`src/rtl/counter_4bit_if.sv`:
```
// rtl/counter_4bit_if.sv - Output bundle of the free-running counter
//
// Purpose: groups the counter's observable outputs so producer and consumers
// share one typed connection.
//
// Signals:
//   count  WIDTH  current registered count
//   tc     1      terminal count, high while count equals the terminal value
//   wrap   1      registered one-cycle pulse following a terminal->0 rollover
//
// Modports:
//   master  drives count/tc/wrap (the counter itself)
//   slave   observes count/tc/wrap (surrounding logic)

interface counter_4bit_if #(
    parameter int WIDTH = 4
);
    logic [WIDTH-1:0] count;
    logic             tc;
    logic             wrap;

    modport master (
        output count,
        output tc,
        output wrap
    );

    modport slave (
        input count,
        input tc,
        input wrap
    );
endinterface

```
`src/rtl/counter_4bit.sv`:
```
// rtl/counter_4bit.sv - Free-running modulo up-counter with terminal-count and wrap flags
//
// Purpose: timebase / sequence index. Advances once per clock, wraps to zero
// after MAX_VALUE, flags the terminal value combinationally and pulses wrap
// for one cycle after each rollover.
//
// Parameters:
//   WIDTH      counter width in bits (>= 1)
//   MAX_VALUE  terminal value, 0 < MAX_VALUE <= 2^WIDTH-1
//
// Ports:
//   clk    in   rising-edge clock for all state
//   rst_n  in   synchronous reset, active HIGH despite its name
//   cnt    master modport carrying count, tc, wrap

module counter_4bit #(
    parameter int          WIDTH     = 4,
    parameter int unsigned MAX_VALUE = (1 << WIDTH) - 1
) (
    input  logic          clk,
    input  logic          rst_n,
    counter_4bit_if.master cnt
);

    localparam logic [WIDTH-1:0] MAX_V = WIDTH'(MAX_VALUE);

    logic [WIDTH-1:0] count_q;
    logic [WIDTH-1:0] count_d;
    logic             wrap_q;
    logic             wrap_d;
    logic             at_max;

    assign at_max = (count_q == MAX_V);

    // The >= comparison also folds any out-of-range value back to zero; only
    // a genuine terminal value raises the wrap pulse.
    always_comb begin
        count_d = count_q + WIDTH'(1);
        wrap_d  = 1'b0;
        if (count_q >= MAX_V) begin
            count_d = '0;
            wrap_d  = at_max;
        end
    end

    // rst_n is active high: a 1 sampled on an edge clears the counter and
    // suppresses any wrap pulse, even when the count sits at MAX_V.
    always_ff @(posedge clk) begin
        if (rst_n) begin
            count_q <= '0;
            wrap_q  <= 1'b0;
        end else begin
            count_q <= count_d;
            wrap_q  <= wrap_d;
        end
    end

    assign cnt.count = count_q;
    assign cnt.tc    = at_max;
    assign cnt.wrap  = wrap_q;

endmodule

```
`src/flat_wrapper.sv`:
```
// flat-port wrapper written by rule: the top's interface ports become plain ports
module counter_4bit_flat 
#(
    parameter int          WIDTH     = 4,
    parameter int unsigned MAX_VALUE = (1 << WIDTH) - 1
)
  (clk, rst_n, cnt_count, cnt_tc, cnt_wrap);
  counter_4bit_if #(.WIDTH(WIDTH)) cnt_i ();
  input  logic clk;
  input  logic rst_n;
  output wire logic [$bits(cnt_i.count)-1:0] cnt_count;
  output wire logic [$bits(cnt_i.tc)-1:0] cnt_tc;
  output wire logic [$bits(cnt_i.wrap)-1:0] cnt_wrap;
  assign cnt_count = cnt_i.count;
  assign cnt_tc = cnt_i.tc;
  assign cnt_wrap = cnt_i.wrap;
  counter_4bit #(.WIDTH(WIDTH), .MAX_VALUE(MAX_VALUE)) u_core (.clk(clk), .rst_n(rst_n), .cnt(cnt_i));
endmodule
```
`config.mk`:
```
export PLATFORM = sky130hd
export DESIGN_NAME = counter_4bit_flat
export DESIGN_NICKNAME = d
export VERILOG_FILES = /design/src/rtl/counter_4bit_if.sv /design/src/rtl/counter_4bit.sv /design/src/flat_wrapper.sv
export SDC_FILE = /design/constraint.sdc
export NUM_CORES = 1
export LEC_CHECK = 0
export CAP_MARGIN = 20
export CORE_AREA = 2 2 39 41
export DETAILED_ROUTE_END_ITERATION = 10
export DIE_AREA = 0 0 41 43
export DONT_BUFFER_PORTS = 1
export PLACE_DENSITY = 0.33
export SLEW_MARGIN = 10
export SYNTH_ARGS = -nofsm -noshare
export SYNTH_HDL_FRONTEND = slang
export SYNTH_SLANG_ARGS = --single-unit
export TNS_END_PERCENT = 30
```
`constraint.sdc`:
```
create_clock -name clk -period 0.98 [get_ports clk]
set_clock_uncertainty 0.05 [all_clocks]
set_input_delay 0.196 -clock clk [delete_from_list [all_inputs] [get_ports clk]]
set_output_delay 0.196 -clock clk [all_outputs]
set_load 0.03 [all_outputs]
```
==> impl_metrics.ini <==
[worst_hold_path]
min_delay_path_depth = 1
tightest_hold_check_type = primary input to register

[clock_network]
htreeDepth = 1
tritoncts = done
clk_latency_worst_skew_pair_ns = 0.24
clock_tree.buffer_depth = 2
cts.sinks = 5
cts-root-buf = sky130_fd_sc_hd__clkbuf_4
clock_buffers_created_by_tritoncts = 3
clock_pin_transition_on_the_worst_setup_and_hold_timing_paths_ns = 0.05

[floorplan]
core_region_area_mm2 = 0.00138
effective_utilization_at_floorplan_pct = 13.3
die_x_um = 41
io_pins = 8
design.die.area_mm2 = 0.00176
dieHeight_um = 43
core.rowCount = 14

[setup_path]
end_kind = output pin
timing.critical_path.arrival_ns = 0.98
critPathMaxFanout = 4
cp_data_required_time_ns = 0.73
startpoint_type = register
timing_worst_setup_path_type = register to output pin
cell_count_of_the_worst_reg_to_reg_path = 5

[route]
drt_wl_total_um = 488
num_vias = 171
number_of_antenna_violating_nets_in_the_routed_design = 0
drt_first_iter_violations = 5
via_per_inst = 3.89
route.detailed.wl_per_inst_um = 11.1
drcViolationCount = 0
number_of_detailed_routing_iterations_run_before_antenna_repair = 4

[logic_synthesis]
synthesis.area_um2 = 184
yosys_register_bits = 5
synth.net_count = 20
post_synth_inst_count = 17
synth-warning-count = 0
seq_area_frac_synth_pct = 54.4
syn_area_per_cell_um2 = 10.8
synth_cell_type_count = 12

[timing]
worst-slew-pin-transition_ns = 0.160
maxSlewViolCount = 0
achievable-frequency_ghz = 0.818
totalNegativeSetupSlack_ns = -0.512
report.final.hold_viol_count = 0
slew_headroom_pct = 89.3
rsz_0062_raised_after_global_routing = true
final_worst_path_cycle_share_pct = 125
fin_crit_ns = 1.22
worst_slack_ns = -0.242
hold_slack_ns = 0.0963
finalSetupViolCount = 7

[finish]
final_net_count = 32
drive_above_1_share_pct = 64.3
antenna-diode-count = 0
area_growth_syn_to_layout_pct = 85.0
final_cell_mix = sky130_fd_sc_hd__buf_6, sky130_fd_sc_hd__dfxtp_4, sky130_fd_sc_hd__clkbuf_4, sky130_fd_sc_hd__buf_4

[power]
post-layout-total-power_mw = 0.552
power_leakage_nw = 0.129
max-vdd-ir-drop_uv = 279
cellPowerDensity_mw_per_mm2 = 1620

[placed_design]
io_buffers = 0
finalWeightedCongestion = 0.542

[grt]
gr-total-overflow = 0
grt_antenna_before_repair = 0
grt_first_pass_wirelength_um = 745
maximum_number_of_pins_on_one_net_before_global_route_repair = 6
track_usage_pct = 7.31
via_count_of_the_first_global_routing_pass = 184

[flow_run]
maxCapViolations = 0

[run_status]
violations_in_the_final_reports = negative setup slack
run_status = finished with violations
cell usage after synthesis:
master                     number  area share [%]
sky130_fd_sc_hd__ha_1           1             6.8
sky130_fd_sc_hd__and2b_1        1             4.1
sky130_fd_sc_hd__dfxtp_1        5              54
sky130_fd_sc_hd__inv_1          1             2.0
sky130_fd_sc_hd__nor3b_1        1             4.1
sky130_fd_sc_hd__xnor2_1        1             4.8
sky130_fd_sc_hd__nor3_1         1             2.7
sky130_fd_sc_hd__nand4b_1       1             4.8
sky130_fd_sc_hd__nor2_1         1             2.0
sky130_fd_sc_hd__and3_4         1             6.1
sky130_fd_sc_hd__a21oi_1        2             5.4
sky130_fd_sc_hd__o21ai_0        1             2.7
timing repair:
item	4_1_cts	5_1_grt
hold buffers	1	0
hold endpoints to repair	4	0
setup buffers	1	0
pin swaps	1	1
gates resized for setup	7	4
endpoints found under the setup margin	11	10
cells by family after synthesis:
family	after synthesis	synth area share (%)
AOI/OAI and AO/OA	3	8.16
DFF	5	54.4
adders and majority gates	1	6.80
xor gates and xnor gates	1	4.76
and+or+nand+nor	6	23.8
buffers and inverters	1	2.04
where the power goes:
group / switching (mW) / internal [mW]
clock network: 0.0834 / 0.154
logic: 0.0452 / 0.0447
registers: 0.0136 / 0.212
total: 0.142 / 0.410
per-stage QoR:
stage,setup WS [ns],std cells,cell area [um^2],util (%)
finish,-0.242,44,340,24.6
global route,-0.279,44,340,24.6
CTS,-0.263,44,323,23.3
detailed placement,-0.0637,38,263,19.0
global placement,-0.0463,38,263,19.0
floorplan,-0.0964,17,205,-
state kept, by name (all words and copies together) (netlist names):
| register | count |
|---|---|
| u_core.cnt.count | 4 |
| u_core.cnt.wrap | 1 |
worst max-delay path, cell delays in order, from the launching register on:
cell and delay [ns]:
sky130_fd_sc_hd__dfxtp_4 0.35, sky130_fd_sc_hd__ha_4 0.13, sky130_fd_sc_hd__and3_4 0.25
area by class of cell:
cell class	instances	area, um^2
well taps	16	20.0
flip-flops and latches	5	116
multi-input cells	11	104
clock buffers	4	26.3
fillers	154	1040
repair buffers	7	70.1
inverters	1	3.75
final timing paths:
| path | start | end | slack, ns |
|---|---|---|---|
| max reg2reg | u_core.cnt.count[0] | u_core.cnt.count[2] | -0.10 |
| min reg2reg | u_core.cnt.count[3] | u_core.cnt.count[3] | 0.47 |
| max | u_core.cnt.count[1] | cnt_tc | -0.24 |
| min | rst_n | u_core.cnt.wrap | 0.1 |
per-layer routing:
| metal | global-route usage [%] | up-vias | routed length [um] |
|---|---|---|---|
| met1 | 6.39 | 80 | 170 |
| met3 | 6.81 | 0 | 60 |
| met4 | 6.00 | 0 | 0 |
| met5 | 0 | - | 0 |
| li1 | - | 82 | - |
| met2 | 9.69 | 9 | 257 |
No activity file was read; power rests on OpenSTA's default activity.
